$ cat src/rtl/packet_disassembler.sv
// Reassembles 32-beat HDMI data-island packets into header/subpacket words.
// Define PACKET_DISASSEMBLER_ECC_CHECK_EN to build the BCH parity checkers.
module packet_disassembler (
    input  logic         clk_pixel,
    input  logic         reset,
    input  logic         data_island_period,
    input  logic [8:0]   packet_data,
    output logic [23:0]  header,
    output logic [223:0] sub,
    output logic         packet_valid,
    output logic         header_ecc_err,
    output logic [3:0]   sub_ecc_err,
    output logic [4:0]   counter
);

    logic [31:0]      hdr_work;
    logic [3:0][63:0] sub_work;
    logic [31:0]      hdr_next;
    logic [3:0][63:0] sub_next;
    logic             last_beat;

    assign last_beat = data_island_period && (counter == 5'd31);

    // Working words with the current beat merged in, so the c=31 beat's parity bits are visible.
    always_comb begin
        hdr_next = hdr_work;
        sub_next = sub_work;
        hdr_next[counter] = packet_data[0];
        for (int i = 0; i < 4; i++) begin
            sub_next[i][{counter, 1'b0}] = packet_data[1 + i];
            sub_next[i][{counter, 1'b1}] = packet_data[5 + i];
        end
    end

    always_ff @(posedge clk_pixel) begin
        if (reset) begin
            counter      <= 5'd0;
            hdr_work     <= '0;
            sub_work     <= '0;
            header       <= '0;
            sub          <= '0;
            packet_valid <= 1'b0;
        end else begin
            packet_valid <= last_beat;
            if (data_island_period) begin
                counter  <= counter + 5'd1;
                hdr_work <= hdr_next;
                sub_work <= sub_next;
            end else begin
                counter  <= 5'd0;
            end
            if (last_beat) begin
                header <= hdr_next[23:0];
                for (int i = 0; i < 4; i++) begin
                    sub[56*i +: 56] <= sub_next[i][55:0];
                end
            end
        end
    end

`ifdef PACKET_DISASSEMBLER_ECC_CHECK_EN
    logic [7:0]      hdr_ecc;
    logic [3:0][7:0] sub_ecc;
    logic [7:0]      hdr_ecc_next;
    logic [3:0][7:0] sub_ecc_next;

    function automatic logic [7:0] ecc_step(input logic [7:0] e, input logic b);
        return (e >> 1) ^ ((e[0] ^ b) ? 8'h83 : 8'h00);
    endfunction

    // Header covers beats 0..23; subpackets cover bit pairs from beats 0..27.
    always_comb begin
        hdr_ecc_next = hdr_ecc;
        sub_ecc_next = sub_ecc;
        if (counter < 5'd24) begin
            hdr_ecc_next = ecc_step(hdr_ecc, packet_data[0]);
        end
        if (counter < 5'd28) begin
            for (int i = 0; i < 4; i++) begin
                sub_ecc_next[i] = ecc_step(ecc_step(sub_ecc[i], packet_data[1 + i]),
                                           packet_data[5 + i]);
            end
        end
    end

    always_ff @(posedge clk_pixel) begin
        if (reset) begin
            hdr_ecc        <= '0;
            sub_ecc        <= '0;
            header_ecc_err <= 1'b0;
            sub_ecc_err    <= 4'd0;
        end else begin
            if (!data_island_period || last_beat) begin
                hdr_ecc <= '0;
                sub_ecc <= '0;
            end else begin
                hdr_ecc <= hdr_ecc_next;
                sub_ecc <= sub_ecc_next;
            end
            if (last_beat) begin
                header_ecc_err <= (hdr_ecc != hdr_next[31:24]);
                for (int i = 0; i < 4; i++) begin
                    sub_ecc_err[i] <= (sub_ecc[i] != sub_next[i][63:56]);
                end
            end
        end
    end
`else
    assign header_ecc_err = 1'b0;
    assign sub_ecc_err    = 4'd0;
`endif

endmodule

$ cat config.mk
export PLATFORM = sky130hd
export DESIGN_NAME = packet_disassembler
export DESIGN_NICKNAME = d
export VERILOG_FILES = /design/src/rtl/packet_disassembler.sv
export SDC_FILE = /design/constraint.sdc
export NUM_CORES = 1
export LEC_CHECK = 0
export ABC_AREA = 1
export CORE_MARGIN = 1
export CORE_UTILIZATION = 50
export CTS_CLUSTER_SIZE = 16
export DETAILED_ROUTE_END_ITERATION = 16
export PLACE_DENSITY = 0.72
export SLEW_MARGIN = 40
export SYNTH_ARGS = -nofsm -noshare
export SYNTH_HDL_FRONTEND = slang
export SYNTH_SLANG_ARGS = --single-unit
$ cat constraint.sdc
create_clock -name clk_pixel -period 3.3 [get_ports clk_pixel]
set_clock_uncertainty 0.15 [all_clocks]
set_input_delay 0.66 -clock clk_pixel [delete_from_list [all_inputs] [get_ports clk_pixel]]
set_output_delay 0.66 -clock clk_pixel [all_outputs]
set_load 0.01 [all_outputs]
After elaboration in Yosys (flattened, before gate mapping)
Cells that the tools add are included.
{"block": "word_totals", "reg_bits": 542, "out_inout_bits": 259, "input_bits": 12, "word_cells": 38}
{"block": "classes", "reduce_logical": 5, "eq_ne": 1, "n_mux": 15, "n_lt_le_gt_ge": 6, "n_addsub": 1, "bitwise": 1}
{"operator": "bitwise mux 64 bit", "n": 8}
{"operator": "bitwise mux 32 bit", "n": 1}
{"operator": "demux 1 bit (select 5 bit)", "n": 3}
{"operator": "< comparator 6 x 7 -> 1 bit, second input constant", "n": 2}
{"operator": "greater-or-equal comparator 6 x 1 -> 1 bit, second input constant", "n": 2}
{"operator": "< comparator 5 x 6 -> 1 bit, second input constant", "n": 1}
{"operator": "adder 5 x 1 -> 5 bit, second input constant", "n": 1}
{"operator": "== test 5 bit, second input constant", "n": 1}
{"operator": "greater-or-equal comparator 5 x 1 -> 1 bit, second input constant", "n": 1}
{"operator": "logical AND 1 bit", "n": 4}
{"operator": "2-to-1 mux 1 bit", "n": 3}
{"operator": "OR reduction 2 bit", "n": 1}
{"operator": "NOT 1 bit", "n": 1}

Logic depth before layout (Yosys ltp)
Gate-level depths: netlist (run 1).
{"block": "logic_depth", "depth_word": 6, "ltp_mapped": 14, "depth_no_buf": 10}

Least setup slack after synthesis (run 1)
OpenSTA, ideal clock, no wires.
{"block": "synth_path", "path_kind": "register to register", "start": "reg counter[3]", "end": "reg sub[48]", "path_slack_ns": 1.080, "setup_time_ns": 0.109, "synth_period_minus_slack_ns": 2.220, "path_stages_with_launch": 14, "t_required_ns": 3.041, "arrival_ns": 1.961, "path_buffers": 5, "cell_sequence": "dfxtp_1 > buf_6 > inv_4 > buf_6 > buf_4 > nor2_1 > ha_1 > nand2_1 > inv_2 > buf_2 > clkbuf_1 > nand3_1 > nand2_1 > inv_1"}
{"block": "synth_between", "elab_chain_len": 6, "elab_cells_between_ends": 9, "classes_between": "order compare (2); eq/ne (1); mux (4); reduce/logical (2)"}
{"element": "start, declared", "line": "13", "text": "output logic [4:0] counter"}
{"element": "start signal, assigned", "line": "46", "text": "counter <= counter + 5'd1;"}
{"element": "< comparator 6 x 7 -> 1 bit (implied by the code) or greater-or-equal comparator 6 x 1 -> 1 bit (tied branches)", "line": "30", "text": "sub_next[i][{counter, 1'b0}] = packet_data[1 + i];"}
{"element": "logical AND 1 bit (implied by the code)", "line": "30"}
{"element": "2-to-1 mux 1 bit (implied by the code)", "line": "30"}
{"element": "demux 1 bit (select 5 bit)", "line": "30"}
{"element": "bitwise mux 64 bit", "line": "30"}
{"element": "bitwise mux 64 bit", "line": "31", "text": "sub_next[i][{counter, 1'b1}] = packet_data[5 + i];"}
{"element": "end signal, assigned by index", "line": "55", "text": "sub[56*i +: 56] <= sub_next[i][55:0];"}
{"element": "end, declared", "line": "9", "text": "output logic [223:0] sub,"}
Parallel ways exist; a longest one is shown, timed or not.
A chain may end at the register's enable or synchronous reset.

Worst setup path in the final report (run 1)
{"block": "layout_path", "start": "reg counter[2]", "end": "out counter[2]"}
No word-level cell between the ends.

==> results.cfg, run 1 <==
[timing]
fmax_mhz = 335
worst_slew_pin_slew_ns = 0.894
drv_slew = 0
rsz0062_at_grt = no
min_period_ns = 2.99
slew_headroom = 0.404
period_share = 0.906
setup-tns-final_ns = 0
hold_viol_final = 0
finalSetupViolCount = 0

[yosys]
yosysMostFrequentCell = nor2_1
seq_area_frac_synth = 0.407
syn_avg_cell_area_sq_um = 6.46
synthCells = 3817
synth.cell_area_sq_um = 24700
yosys_most_used_dff = dfxtp_1
ys_ff_latch = 502
yosysWarnings = 0
ys_types = 28
synth_common_cells = nor2_1, nand2_1, nand3_1
synth_top_area_frac = 0.407
synth-edff-count = 0
yosys-top-cells-area = dfxtp_1, nor2_1, nand2_1
async_flop_share = 0
yosysTopAreaCell = dfxtp_1

[flow_run]
max_cap_violations = 0

[layout]
syn_to_final_growth_pct = 18.8
multi_input_area_sq_um = 11400
drive_gt1_frac = 0.0701
antenna_cells = 0
num-nets-final = 3953
regArea_sq_um = 10100
fin_cells = 4643
n_fill_cell = 4693
fin_util = 0.600

[worst_setup_path]
cp_max_fo = 31
required_ns = 2.49
cp-end-kind = output port
cp-start-kind = flip-flop
critPathKind = flip-flop to output port
cp.arrival_ns = 2.18

[pwr]
irDropWorstVdd_uv = 323
power_frac_seq = 0.467
p_sw_frac = 0.243
power.density_nw_per_um2 = 464
p_int_mw = 10.3
leakage_nw = 14.7
p_sw_mw = 3.31
clkPwrFrac = 0.455
combPwrFrac = 0.078

[cts]
cts_buffers = 54
holdBufCountCts = 0
clk-insertion-delay-late_ns = 0.60
cts_resized = 0
cts.sinks = 502
clockRootBuffer = clkbuf_16
postCtsSetupBuffers = 0
clk_pin_slew_ns = 0.06
tritoncts = done
cts_max_path_buffers = 3
h-tree-depth = 2

[global_route]
grt_use_met3 = 0.0371
grt_use_total = 0.274
grt_pass1_wl_mm = 111
grt_pass1_vias = 21000
grt-ovfl-total = 0
antenna_found_initial = 0
use_met1 = 0.372
busiest_layer = met2
grt_util_met2 = 0.442
grt_max_degree = 171

[die]
fp.dieArea_sq_um = 50200
initial_core_util = 0.505
core_area_sq_um = 48800
pin_count = 271
die_h_microns = 224
die-width_microns = 224
row_count = 81

[route]
totalWireLength_mm = 69.9
drc = 2
firstDrtPassIters = 12
ant_nets = 0
vias = 23700
wl_per_cell_microns = 15.0
post_drt_via_cell_ratio = 5.10
drtIter0Drc = 2345

[placed_design]
placed_cells = 4542
gp_congestion = 0.804
hpwl_mm = 43.3
port_buffers = 265

[hold_path]
hold_path_class = flip-flop to flip-flop

[status]
status = complete, but fails checks
violations = DRC
[power by group through the flow]
stage / combinational, mW / sequential [mW] / clock, mW
6_report: 1.06 / 6.36 / 6.19
5_1_grt: 1.21 / 6.38 / 6.57
4_1_cts: 1.05 / 6.36 / 6.30
3_5_place_dp: 1.05 / 6.49 / 0
3_3_place_gp: 1.03 / 6.48 / 0
2_1_floorplan: 0.819 / 6.47 / 0
[kinds of logic (layout without fill, tap and decap cells)]
family	Yosys count	in the layout	share of synthesized area
simple gates	2522	2522	0.455
fa+ha+maj	7	7	0.00355
other cells	1	5	0.000152
flops	502	502	0.407
compound gates	4	4	0.000963
buf+inv	781	939	0.133
[cell type report]
type,count,area share
sequential,502,0.343
inverter,506,0.0652
clock buffer,90,0.0590
timing repair buffer,332,0.113
tap,664,0.0283
multi-input combinational,2538,0.388
clock inverter,11,0.00358
[layout by cell type, fill, tap and decap left out]
master / n
buf_6: 2
ha_2: 3
ha_4: 1
ha_1: 3
o21ai_0: 1
nor2_8: 2
dfxtp_2: 1
nand4_1: 170
dfxtp_1: 500
nor2_1: 996
nor2_4: 3
buf_8: 2
nand3_1: 534
nand4_2: 17
clkbuf_1: 15
clkbuf_16: 57
clkdlybuf4s50_1: 256
dfxtp_4: 1
bufinv_16: 2
nand2_1: 714
nor2_2: 1
inv_4: 2
nand3_2: 30
o21bai_1: 1
inv_8: 1
conb_1: 5
nand3_4: 13
buf_12: 13
inv_2: 1
buf_4: 53
inv_1: 502
a31oi_1: 1
buf_2: 6
clkbuf_8: 18
a21oi_1: 1
nor3_1: 1
nand2_2: 41
clkinv_2: 9
[state kept, by name, summed over array words and instances, names as in the netlist]
signal and flops:
hdr_work 24, sub_work 224, counter 5, sub 224, header 24, packet_valid 1
[worst paths after layout]
kind                             startpoint              endpoint  slack [ns]  depth (start not counted)
setup / recovery      counter[2]$_SDFF_PP0_            counter[2]        0.31                          2
hold / removal    sub_work[30]$_SDFFE_PP0P_  sub[30]$_SDFFE_PP0P_        0.36                          2
setup reg to reg      counter[3]$_SDFF_PP0_  sub[42]$_SDFFE_PP0P_        0.65                         10
hold reg to reg   sub_work[30]$_SDFFE_PP0P_  sub[30]$_SDFFE_PP0P_        0.36                          2
[critical path, stage by stage, from the launching register on]
cell and delay [ns]:
dfxtp_4 0.47, buf_4 0.47, clkdlybuf4s50_1 0.63
[per-stage QoR]
step | worst slack [ns] | power (mW) | area [sq um] | hold slack (ns)
5_1_grt | 0.250 | 14.2 | 29300 | 0.395
3_5_place_dp | 0.628 | 7.54 | 27500 | 0.342
2_1_floorplan | 1.08 | 7.29 | 24700 | 0.318
6_report | 0.311 | 13.6 | 29300 | 0.363
3_3_place_gp | 0.659 | 7.51 | 27500 | 0.344
4_1_cts | 0.287 | 13.7 | 29300 | 0.351
[layer usage]
metal,routed length (microns),up-vias
met4,2220,0
met1,31000,10800
met2,31900,769
met3,4730,133
met5,0,-
li1,-,12000
Note: power is estimated with default switching activity, not from simulation.
==> inputs of run 2 (changes only) <==
- HOLD_SLACK_MARGIN: default -> 0.03
- PLACE_DENSITY: 0.72 -> default
- PLACE_DENSITY_LB_ADDON: default -> 0.08
==> run 2 against run 1 <==
  * Highest routed layer unchanged
  * Register-to-register slack improved by 0.14 ns
  * Worst setup slack gained 0.067 ns
  * Sequential share of layout area up 0.14 points
  * The flow now finishes without violations
  * Sequential power barely moved
  * Core utilization shrank 0.24 points
  * Flip-flop and latch count did not move
  * Die area unchanged
  * Clock power decreased by 4.0%
  * Largest cell class unchanged
  * Count of clock-buffer cells in the layout is 3 lower
==> results.cfg, run 2 (synthesized netlist as in run 1, its figures left out) <==
[layout]
drive_gt1_frac = 0.0675
n_fill_cell = 4737
multi_input_area_sq_um = 11400
layout_common_cells = nor2_1, nand2_1, nand3_1
antenna_cells = 0
num-nets-final = 3949
syn_to_final_growth_pct = 18.4
largestRegisters = sub (224), sub_work (224)
regArea_sq_um = 10100
final_common_cell = nor2_1

[cts]
tritoncts = done
cts_buffers = 55
clk-insertion-delay-late_ns = 0.60
clockRootBuffer = clkbuf_16
cts_max_path_buffers = 3
clk_pin_slew_ns = 0.06
postCtsSetupBuffers = 0
cts_resized = 0
holdBufCountCts = 0
cts.sinks = 502
h-tree-depth = 2

[worst_setup_path]
cp-start-kind = flip-flop
critPathKind = flip-flop to output port
cp.arrival_ns = 2.11
rrSetupSlack_ns = 0.79
cp_max_fo = 30
cp-end-kind = output port
required_ns = 2.49

[route]
firstDrtPassIters = 6
ant_nets = 0
vias = 23400
post_drt_via_cell_ratio = 5.05
wl_per_cell_microns = 15.2
drc = 0
totalWireLength_mm = 70.5
drtIter0Drc = 2106

[timing]
setup-tns-final_ns = 0
hold_viol_final = 0
finalSetupViolCount = 0
slew_headroom = 0.418
min_period_ns = 2.92
period_share = 0.885
worst_slew_pin_slew_ns = 0.872
drv_slew = 0
rsz0062_at_grt = no
fmax_mhz = 342
setup_ws_ns = 0.378

[status]
status = complete, no violations

[global_route]
grt_pass1_wl_mm = 111
grt-ovfl-total = 0
grt_max_degree = 128
grt_pass1_vias = 20400
grt_use_total = 0.274
antenna_found_initial = 0

[hold_path]
hold_path_class = input pin to flip-flop

[placed_design]
hpwl_mm = 43.0
pre_cts_ws_ns = 0.778
gp_congestion = 0.803
port_buffers = 265

[pwr]
power.density_nw_per_um2 = 458
irDropWorstVdd_uv = 442
leakage_nw = 14.6

[die]
die_h_microns = 224
core_area_sq_um = 48800
die-width_microns = 224
row_count = 81
initial_core_util = 0.505
pin_count = 271
fp.dieArea_sq_um = 50200

[flow_run]
max_cap_violations = 0
## run 2: stage by stage
step / hold slack [ns] / area (sq um) / std cells / total power, mW / utilization
2_1_floorplan: 0.318 / 24700 / 3821 / 7.29 / -
3_3_place_gp: 0.343 / 27400 / 4536 / 7.52 / 0.562
3_5_place_dp: 0.350 / 27500 / 4537 / 7.54 / 0.562
4_1_cts: 0.301 / 29200 / 4632 / 13.5 / 0.598
5_1_grt: 0.350 / 29200 / 4632 / 13.9 / 0.598
6_report: 0.336 / 29200 / 4632 / 13.4 / 0.598
## run 2: area by class of cell
class,instances,area share
tap,664,0.0284
multi-input combinational,2538,0.390
timing repair buffer,327,0.113
sequential,502,0.344
clock inverter,8,0.00150
clock buffer,87,0.0575
inverter,506,0.0655
## run 2: worst paths after layout
path / depth (start not counted) / to / start
hold reg to reg: 2 / sub[30]$_SDFFE_PP0P_ / sub_work[30]$_SDFFE_PP0P_
hold / removal: 4 / sub_work[212]$_SDFFE_PP0P_ / data_island_period
setup / recovery: 2 / counter[2] / counter[2]$_SDFF_PP0_
setup reg to reg: 10 / sub[9]$_SDFFE_PP0P_ / counter[3]$_SDFF_PP0_
## run 2: worst max-delay path, stage by stage, from the launching register on
cell and delay [ns]:
dfxtp_4 0.36, buf_4 0.46, clkdlybuf4s50_1 0.68
## run 2: layer usage
metal / GRT usage / part of all wire / vias to the layer above
met5: 0 / 0 / -
met4: 0.0886 / 0.025 / 0
met3: 0.0355 / 0.064 / 106
met2: 0.437 / 0.45 / 690
met1: 0.381 / 0.46 / 10600
li1: - / - / 12000
## run 2: where the power goes
group | leakage (nW) | internal [mW] | switching [mW]
combinational | 9.63 | 0.339 | 0.719
clock | 0.854 | 3.45 | 2.49
sequential | 4.10 | 6.26 | 0.100
total | 14.6 | 10.1 | 3.31
